`src/rtl/tlv5618_pkg.sv`:
```
// Shared constants, command encodings and FSM state type for the TLV5618 serial receiver.
package tlv5618_pkg;

  localparam int FRAME_BITS = 16;
  localparam int DATA_W     = 12;
  localparam int CNT_W      = 5;

  localparam logic [CNT_W-1:0] CNT_FULL = CNT_W'(FRAME_BITS);

  // Frame field positions, MSB first on the wire
  localparam int R1_POS  = 15;
  localparam int SPD_POS = 14;
  localparam int PWR_POS = 13;
  localparam int R0_POS  = 12;

  localparam logic [1:0] CMD_B_BUF  = 2'b00;
  localparam logic [1:0] CMD_BUF    = 2'b01;
  localparam logic [1:0] CMD_A_XFER = 2'b10;
  localparam logic [1:0] CMD_CTRL   = 2'b11;

  typedef enum logic [1:0] {
    IDLE    = 2'd0,
    SHIFT   = 2'd1,
    WAIT_CS = 2'd2
  } rx_state_e;

  function automatic logic [1:0] get_cmd(input logic [FRAME_BITS-1:0] w);
    return {w[R1_POS], w[R0_POS]};
  endfunction

endpackage

```
`src/rtl/tlv5618_rx_sync.sv`:
```
// Multi-flop synchronizer with edge detect for the asynchronous serial link pins.
module tlv5618_rx_sync
  import tlv5618_pkg::*;
#(
  parameter int               SYNC_STAGES = 2,
  parameter int               WIDTH       = 3,
  parameter logic [WIDTH-1:0] RESET_VAL   = '0
) (
  input  logic             sys_clk,
  input  logic             sys_rst,
  input  logic [WIDTH-1:0] async_in,
  output logic [WIDTH-1:0] sync_out,
  output logic [WIDTH-1:0] fall,
  output logic [WIDTH-1:0] rise
);

  // One extra flop beyond the synchronizer holds the previous synced sample
  logic [WIDTH-1:0] chain [SYNC_STAGES+1];
  logic [WIDTH-1:0] prev;

  always_ff @(posedge sys_clk) begin
    if (sys_rst) begin
      for (int i = 0; i <= SYNC_STAGES; i++) begin
        chain[i] <= RESET_VAL;
      end
    end else begin
      chain[0] <= async_in;
      for (int i = 1; i <= SYNC_STAGES; i++) begin
        chain[i] <= chain[i-1];
      end
    end
  end

  assign sync_out = chain[SYNC_STAGES-1];
  assign prev     = chain[SYNC_STAGES];
  assign fall     = prev & ~sync_out;
  assign rise     = ~prev & sync_out;

endmodule

```
`src/rtl/tlv5618_serial_rx.sv`:
```
// TLV5618 3-wire DAC link receiver: deserializes frames and models the DAC A/B/buffer registers.
// Optional TLV5618_RX_STATS_EN adds wrapping frame_cnt/err_cnt outputs.
module tlv5618_serial_rx
  import tlv5618_pkg::*;
#(
  parameter int SYNC_STAGES = 2
) (
  input  logic                  sys_clk,
  input  logic                  sys_rst,
  input  logic                  dac_cs_n,
  input  logic                  dac_sclk,
  input  logic                  dac_din,
  output logic [FRAME_BITS-1:0] frame_word,
  output logic                  frame_valid,
  output logic                  frame_err,
  output logic [DATA_W-1:0]     dac_a_code,
  output logic [DATA_W-1:0]     dac_b_code,
  output logic [DATA_W-1:0]     buf_code,
  output logic                  speed_fast,
  output logic                  power_down,
  output logic                  rx_busy
`ifdef TLV5618_RX_STATS_EN
  ,
  output logic [15:0]           frame_cnt,
  output logic [7:0]            err_cnt
`endif
);

  // Pin order {din, sclk, cs_n}; idle reset state is CS high, SCLK low
  logic [2:0] pins_sync;
  logic [2:0] pins_fall;
  logic [2:0] pins_rise;

  tlv5618_rx_sync #(
    .SYNC_STAGES (SYNC_STAGES),
    .WIDTH       (3),
    .RESET_VAL   (3'b001)
  ) u_sync (
    .sys_clk  (sys_clk),
    .sys_rst  (sys_rst),
    .async_in ({dac_din, dac_sclk, dac_cs_n}),
    .sync_out (pins_sync),
    .fall     (pins_fall),
    .rise     (pins_rise)
  );

  logic cs_fall;
  logic cs_rise;
  logic sclk_fall;
  logic din_s;
  logic sync_unused;

  assign cs_fall     = pins_fall[0];
  assign cs_rise     = pins_rise[0];
  assign sclk_fall   = pins_fall[1];
  assign din_s       = pins_sync[2];
  assign sync_unused = ^{pins_sync[1:0], pins_fall[2], pins_rise[2:1]};

  rx_state_e             state_q;
  rx_state_e             state_d;
  logic [CNT_W-1:0]      cnt_q;
  logic [CNT_W-1:0]      cnt_next;
  logic [FRAME_BITS-1:0] shift_q;
  logic [FRAME_BITS-1:0] word_next;
  logic [DATA_W-1:0]     data_next;
  logic                  shift_en;
  logic                  commit;
  logic                  err_set;
  logic                  cnt_clr;

  always_ff @(posedge sys_clk) begin
    if (sys_rst) begin
      state_q <= IDLE;
    end else begin
      state_q <= state_d;
    end
  end

  // An SCLK fall coinciding with CS rise is counted before the CS rise is judged
  always_comb begin
    state_d   = state_q;
    shift_en  = 1'b0;
    commit    = 1'b0;
    err_set   = 1'b0;
    cnt_clr   = 1'b0;
    cnt_next  = cnt_q + 5'd1;
    word_next = {shift_q[FRAME_BITS-2:0], din_s};
    data_next = word_next[DATA_W-1:0];
    case (state_q)
      IDLE: begin
        if (cs_fall) begin
          state_d = SHIFT;
          cnt_clr = 1'b1;
        end
      end
      SHIFT: begin
        if (sclk_fall) begin
          shift_en = 1'b1;
          if (cnt_next == CNT_FULL) begin
            commit  = 1'b1;
            state_d = WAIT_CS;
          end
        end
        if (cs_rise) begin
          state_d = IDLE;
          if (!commit && (shift_en || (cnt_q != '0))) begin
            err_set = 1'b1;
          end
        end
      end
      WAIT_CS: begin
        if (cs_rise) begin
          state_d = IDLE;
        end
      end
      default: state_d = IDLE;
    endcase
  end

  always_ff @(posedge sys_clk) begin
    if (sys_rst) begin
      cnt_q       <= '0;
      shift_q     <= '0;
      frame_word  <= '0;
      frame_valid <= 1'b0;
      frame_err   <= 1'b0;
      dac_a_code  <= '0;
      dac_b_code  <= '0;
      buf_code    <= '0;
      speed_fast  <= 1'b0;
      power_down  <= 1'b0;
    end else begin
      frame_valid <= commit;
      frame_err   <= err_set;
      if (cnt_clr) begin
        cnt_q <= '0;
      end else if (shift_en) begin
        cnt_q <= cnt_next;
      end
      if (shift_en) begin
        shift_q <= word_next;
      end
      // The A-transfer command moves the pre-update buffer into DAC B
      if (commit) begin
        frame_word <= word_next;
        speed_fast <= word_next[SPD_POS];
        power_down <= word_next[PWR_POS];
        case (get_cmd(word_next))
          CMD_B_BUF: begin
            dac_b_code <= data_next;
            buf_code   <= data_next;
          end
          CMD_BUF: begin
            buf_code <= data_next;
          end
          CMD_A_XFER: begin
            dac_a_code <= data_next;
            dac_b_code <= buf_code;
          end
          default: begin
          end
        endcase
      end
    end
  end

  assign rx_busy = (state_q != IDLE);

`ifdef TLV5618_RX_STATS_EN
  always_ff @(posedge sys_clk) begin
    if (sys_rst) begin
      frame_cnt <= '0;
      err_cnt   <= '0;
    end else begin
      if (commit) begin
        frame_cnt <= frame_cnt + 16'd1;
      end
      if (err_set) begin
        err_cnt <= err_cnt + 8'd1;
      end
    end
  end
`endif

endmodule

```
`config.mk`:
```
export PLATFORM = sky130hd
export DESIGN_NAME = tlv5618_serial_rx
export DESIGN_NICKNAME = d
export VERILOG_FILES = /design/src/rtl/tlv5618_pkg.sv /design/src/rtl/tlv5618_rx_sync.sv /design/src/rtl/tlv5618_serial_rx.sv
export SDC_FILE = /design/constraint.sdc
export NUM_CORES = 1
export LEC_CHECK = 0
export ABC_AREA = 1
export ABC_CLOCK_PERIOD_IN_PS = 3800
export CAP_MARGIN = 10
export CORE_AREA = 2 2 83 85
export DETAILED_ROUTE_END_ITERATION = 12
export DIE_AREA = 0 0 85 87
export PLACE_DENSITY = 0.81
export SETUP_SLACK_MARGIN = 0.1
export SKIP_LAST_GASP = 1
export SLEW_MARGIN = 20
export SYNTH_ARGS = -nofsm -noshare
export SYNTH_HDL_FRONTEND = slang
export SYNTH_SLANG_ARGS = --single-unit
```
`constraint.sdc`:
```
create_clock -name sys_clk -period 3.8 [get_ports sys_clk]
set_clock_uncertainty 0.15 [all_clocks]
set_input_delay 0.57 -clock sys_clk [delete_from_list [all_inputs] [get_ports sys_clk]]
set_output_delay 0.57 -clock sys_clk [all_outputs]
set_load 0.01 [all_outputs]
```
Word level (Yosys, flattened, before mapping)

Memories as Yosys holds them, arrays and structs flattened.
Index checks and enable logic that the tools add are counted.

Register bits: 78
RAM bits: 9
Input port bits: 5
Output and inout port bits: 57
Logic and storage cells: 69
Memories kept: 1

$add $sub $neg: 1
Eq/ne operators: 9
Multiplexer cells: 23
Bitwise gates (word level): 9
Reduce and logical (&&, ||, !) cells: 15

Memory list:

| name         | words | bits a word | rd ports | clocked after memory_dff | wr ports | line                  | RTL |
|---|---|---|---|---|---|---|---|
| u_sync.chain | 3     | 3           | 3        | 0                        | 3        | tlv5618_rx_sync.sv:18 | `logic [WIDTH-1:0] chain [SYNC_STAGES+1];` |

Operators with widths:

| kind                  | count |
|---|---|
| $pmux W12 S2          | 1 |
| $mux W1               | 13 |
| $mux W2               | 5 |
| $mux W3               | 3 |
| $ne A3 B3 Y1 const B  | 2 |
| $pmux W2 S3           | 1 |
| $reduce_and A2 Y1     | 3 |
| $add A5 B1 Y5 const B | 1 |
| $eq A5 B5 Y1 const B  | 1 |
| $reduce_bool A5 Y1    | 1 |
| $eq A2 B1 Y1 const B  | 2 |
| $eq A2 B2 Y1 const B  | 2 |
| $logic_not A2 Y1      | 2 |
| $ne A2 B2 Y1 const B  | 2 |
| $reduce_and A4 Y1     | 1 |
| $reduce_bool A2 Y1    | 2 |
| $reduce_or A2 Y1      | 2 |
| $not A1 Y1            | 3 |
| $or A1 B1 Y1          | 3 |
| $reduce_or A3 Y1      | 1 |
| $and A2 B2 Y2         | 1 |
| $not A2 Y2            | 1 |
| $and A1 B1 Y1         | 1 |
| $logic_and A1 B1 Y1   | 1 |
| 2 further kinds       | 2 |

Longest topological paths before layout

Word-level depth: 8
Mapped depth: 11
Depth with buffers taken out: 10

Hierarchy

Synthesis repeated with hierarchy kept, for this count alone.

Cell total of the unflattened synthesis: 513
Area, all modules: 3644.7 sq um

Modules (own cells, without submodules):

| module            | instances | cells each | area an instance (sq um) | sequential area each (sq um) |
|---|---|---|---|---|
| tlv5618_serial_rx | 1         | 473        | 3337.0                   | 1521.5 |
| tlv5618_rx_sync   | 1         | 40         | 307.8                    | 180.2 |

Worst setup path before layout

OpenSTA, ideal clock, no wires.

Path type: reg2reg
Start: reg cnt_q[0]
End: reg dac_a_code[10]
Setup time: 113 ps
Arrival time: 1457 ps
Required time: 3537 ps
Slack: 2080 ps
Cell stages (with the launch flop): 12
Buffers on the path: 1
Clock period less this slack: 1720 ps
Cell sequence: dfxtp_1 > ha_1 > inv_1 > nand2_1 > nand3_2 > inv_1 > nand2_1 > nor2_8 > buf_6 > nand2_2 > nor2_1 > nor2_1

Word-level cells in the longest chain between the ends: 7

Ends and longest elaborated chain:

| element                     | line                     | RTL |
|---|---|---|
| start: declaration          | tlv5618_serial_rx.sv:61  | `logic [CNT_W-1:0] cnt_q;` |
| start signal: assignment    | tlv5618_serial_rx.sv:138 | `cnt_q <= cnt_next;` |
| $add A5 B1 Y5               | tlv5618_serial_rx.sv:86  | `cnt_next = cnt_q + 5'd1;` |
| $eq A5 B5 Y1                | tlv5618_serial_rx.sv:99  | `if (cnt_next == CNT_FULL) begin` |
| $mux W1                     | tlv5618_serial_rx.sv:99  |  |
| $mux W1                     | tlv5618_serial_rx.sv:97  | `if (sclk_fall) begin` |
| $mux W1 (2 in a row)        | tlv5618_serial_rx.sv:89  | `case (state_q)` |
| $reduce_and A2 Y1 (no line) | --                       |  |
| end signal: assignment      | tlv5618_serial_rx.sv:157 | `dac_a_code <= data_next;` |
| end: declaration            | tlv5618_serial_rx.sv:16  | `output logic [DATA_W-1:0] dac_a_code,` |

No other way between the ends. The select of a mux whose other input is x is not followed.
A chain may end at the register's enable or synchronous reset.

Worst setup path after layout

Start: reg state_q[1]
End: reg dac_a_code[9]

Word-level cells in the longest chain between the ends: 3

Ends and longest elaborated chain:

| element                     | line                    | RTL |
|---|---|---|
| start: declaration          | tlv5618_serial_rx.sv:59 | `rx_state_e state_q;` |
| start signal: assignment    | tlv5618_serial_rx.sv:75 | `state_q <= state_d;` |
| $eq A2 B1 Y1                | tlv5618_serial_rx.sv:89 |  |
| $mux W1                     | tlv5618_serial_rx.sv:89 |  |
| $reduce_and A2 Y1 (no line) | --                      |  |

No other way between the ends.

==> results by group <==
Synthesis
  – Post-Synthesis Cell Area: 3643 um^2
  – Flip-flop and latch count after synthesis: 84
  – Synth cell types: 25
  – YS warnings: 0
  – Register area share after synthesis: 46.15%
  – Synthesized area per cell: 6.875 um^2
  – Syn Nets: 538
  – Post-Syn Instances: 530

Hold path
  – Class of the worst hold path: register to register
  – Hold_sp: u_sync.chain[0][1]$_SDFF_PP0_
  – WHS Path Cells: 2
  – Hold EP: u_sync.chain[0][4]$_SDFF_PP0_

Floorplanning
  – Die Wd: 85 um
  – Initial Utilization: 55.47%
  – Core area: 6569 um^2
  – Chip Height: 87 um
  – Core Rows: 30
  – I/O pin cnt: 62
  – DIE AREA: 7395 um^2

Place
  – Worst slack, placed: 1259 ps
  – HPWL Detailed: 5220 um
  – Post-DP Area: 4217 um^2
  – GP Congestion: 0.8062
  – PortBufs: 61
  – DP Cell Count: 646

Cells and area
  – Fraction of layout cells with a size suffix above 1: 6.186%
  – # diodes: 0
  – Design area: 4469 um^2
  – Final Non-Filler Cells: 662
  – Filler instances: 533
  – Post-layout util: 68.04%
  – Area grow syn2layout: 22.66%
  – Final net count: 585
  – FF/Latch Area: 1682 um^2
  – Footprint of the multi-input gates: 1474 um^2

Critical path
  – Top cell by count, worst path: nor2_1
  – Worst Path Max Fanout: 37
  – R2r setup slk: 1430 ps
  – CP Class: register to register
  – Slowest CP cell: nor2_4
  – Critical path cell sequence: inv_2 > nand2_2 > nor2_4 > nand3_4 > nor2_8 > nand2_1 > nor2_1 > nor2_1
  – Worst Path Required: 3910 ps
  – Critical R2R Launch: state_q[1]$_SDFFE_PP0P_
  – Worst r2r path cells: 8
  – CP startpoint kind: register
  – Top delay family on crit path: simple AND/OR/NAND/NOR gates
  – CP Data Arrival Time: 2470 ps
  – CP max stage delay: 510 ps
  – WP buf/inv: 1
  – Crit end category: register
  – Reg2reg end: dac_a_code[9]$_SDFFE_PP0P_

Run
  – Total of max-cap violations: 0

Clocking
  – Clock slew at reported path FFs: 80 ps
  – H-tree depth: 3
  – Maximum clock path buffer count: 2
  – CTS sink cnt: 84
  – CTS root buffer: clkbuf_8
  – Worst-skew pair later-pin latency: 360 ps
  – CTS tree: done
  – CTS Hold Bufs: 0
  – Total CTS buffers: 9
  – Post-CTS Setup Bufs: 0
  – CTS resizes: 0

Power and ir drop
  – Total power: 1.722 mW
  – Clock power frac: 46.0%
  – Leak: 1.982 nW
  – P_sw: 0.3515 mW
  – PwrDens: 385.4 nW/um^2
  – Internal power: 1.371 mW
  – Switching Share: 20.41%
  – Seq pwr share: 51.6%
  – Power share of the combinational group: 2.4%
  – Worst VDD drop: 0.0002611 V

Global route
  – First-pass GRT wire length: 13410 um
  – Initial antenna violation count: 0
  – Pin count of the biggest net entering global routing: 71
  – Total global-route track usage: 22.78%
  – Vias in the first global route: 2987
  – Grt ovf: 0

Timing
  – TNS Setup: 0 ps
  – Final worst slack: 1433 ps
  – Setup violators final: 0
  – Post-layout minimum cycle time: 2367 ps
  – Rel. slew slack: 58.57%
  – RSZ-0062 raised after global routing: no
  – Final Hold Vio Count: 0
  – Fin Hold WS: 254.3 ps
  – Tcrit/Tclk final: 62.30%
  – Slew Viols, Final: 0
  – Least-Margin Pin Slew: 619.2 ps
  – F_max: 422.4 MHz

Routing
  – Via count: 3215
  – Final ANT Viol Nets: 0
  – Per-cell routed wire length: 11.83 um
  – DRC errors left: 0
  – Vias/cell: 4.856
  – WL final: 7832 um
  – Drt initial violations: 278
  – Drt pass-1 iters: 4

Run status
  – Status: completed
-- flip-flops by register name, indices dropped and copies added (netlist names) --
register / cells
dac_b_code: 12
buf_code: 12
u_sync.chain: 8
frame_word: 16
shift_q: 15
state_q: 2
frame_valid: 1
dac_a_code: 12
cnt_q: 5
frame_err: 1
-- synthesized netlist by cell type --
cell      number  share of area, %
clkinv_1       1              0.10
nor2_8         1              0.55
nand2_2        5              0.86
ha_1           3               1.0
nand3_1       15               2.1
nor2_4         3              0.93
inv_2          3              0.31
inv_1         88               9.1
a211oi_1       1              0.21
nand4_1        4              0.69
buf_4          4              0.82
or2_2          2              0.34
a21oi_1       18               2.5
nor3_1         5              0.69
buf_1          1              0.10
nand3_4        2              0.96
buf_2          8               1.1
dfxtp_1       84                46
o21ai_0       38               5.2
nor2_1       107                11
clkbuf_1      10               1.0
nand2_1      120                12
a31oi_1        1              0.17
nand3_2        3              0.82
buf_6          3              0.93
-- layout by cell type (no fill, tap or decap), drive strengths merged --
cell type      netlist  layout
a211oi               1       1
nand2              125     125
inv                 91      91
nand4                4       4
nor3                 5       5
ha                   3       3
clkinv               1       2
a21oi               18      18
nor2               111     111
o21ai               38      38
clkbuf              10      12
a31oi                1       1
dfxtp               84      84
clkdlybuf4s50        0      61
nand3               20      20
buf                 16       1
bufinv               0       3
or2                  2       2
-- how the worst max path moves through the flow --
stage          slack [ps]                startpoint                           to  depth (start not counted)
6_report             1430   state_q[1]$_SDFFE_PP0P_   dac_a_code[9]$_SDFFE_PP0P_                          8
5_1_grt              1210   state_q[1]$_SDFFE_PP0P_     buf_code[9]$_SDFFE_PP0P_                          8
4_1_cts              1280  shift_q[11]$_SDFFE_PP0P_   dac_b_code[5]$_SDFFE_PP0P_                          7
3_5_place_dp         1260                   sys_rst        cnt_q[2]$_SDFFE_PP0P_                          7
3_3_place_gp         1330                   sys_rst        cnt_q[2]$_SDFFE_PP0P_                          7
2_1_floorplan        2080     cnt_q[0]$_SDFFE_PP0P_  dac_a_code[10]$_SDFFE_PP0P_                         11
-- per-layer routing --
metal	up-vias	GRT usage, %	part of all wire, %
met5	-	0	0
met4	0	11.11	1.6
met3	11	4.929	5.4
met2	95	37.00	47
met1	1440	28.83	46
li1	1669	-	-
-- worst register-to-register path: stages, from the launching register on --
cell and delay (ps):
dfxtp_1 340, inv_2 70, nand2_2 80, nor2_4 510, nand3_4 190, nor2_8 470
nand2_1 240, nor2_1 140, nor2_1 60
-- layout make-up --
class / instances / area share, %
Timing Repair Buffer: 62 / 13.83
Tap cell: 80 / 2.240
Inverter: 92 / 7.727
Sequential cell: 84 / 37.63
Multi-Input combinational cell: 328 / 32.98
Clock buffer: 12 / 3.471
Clock inverter: 4 / 2.128
-- power groups by stage --
stage          Combinational, mW  Sequential (mW)  Clock, mW
6_report                  0.0414            0.888      0.793
5_1_grt                   0.0475            0.889      0.837
4_1_cts                   0.0414            0.888      0.801
3_5_place_dp              0.0407            0.909          0
3_3_place_gp              0.0403            0.909          0
2_1_floorplan             0.0309            0.908          0
-- kinds of logic after synthesis --
kind of cell    synth area share (%)
compound gates                 8.070
fa+ha+maj                      1.030
buf+inv                        13.46
flops                          46.15
simple gates                   31.28
(Power assumes the default switching activity.)
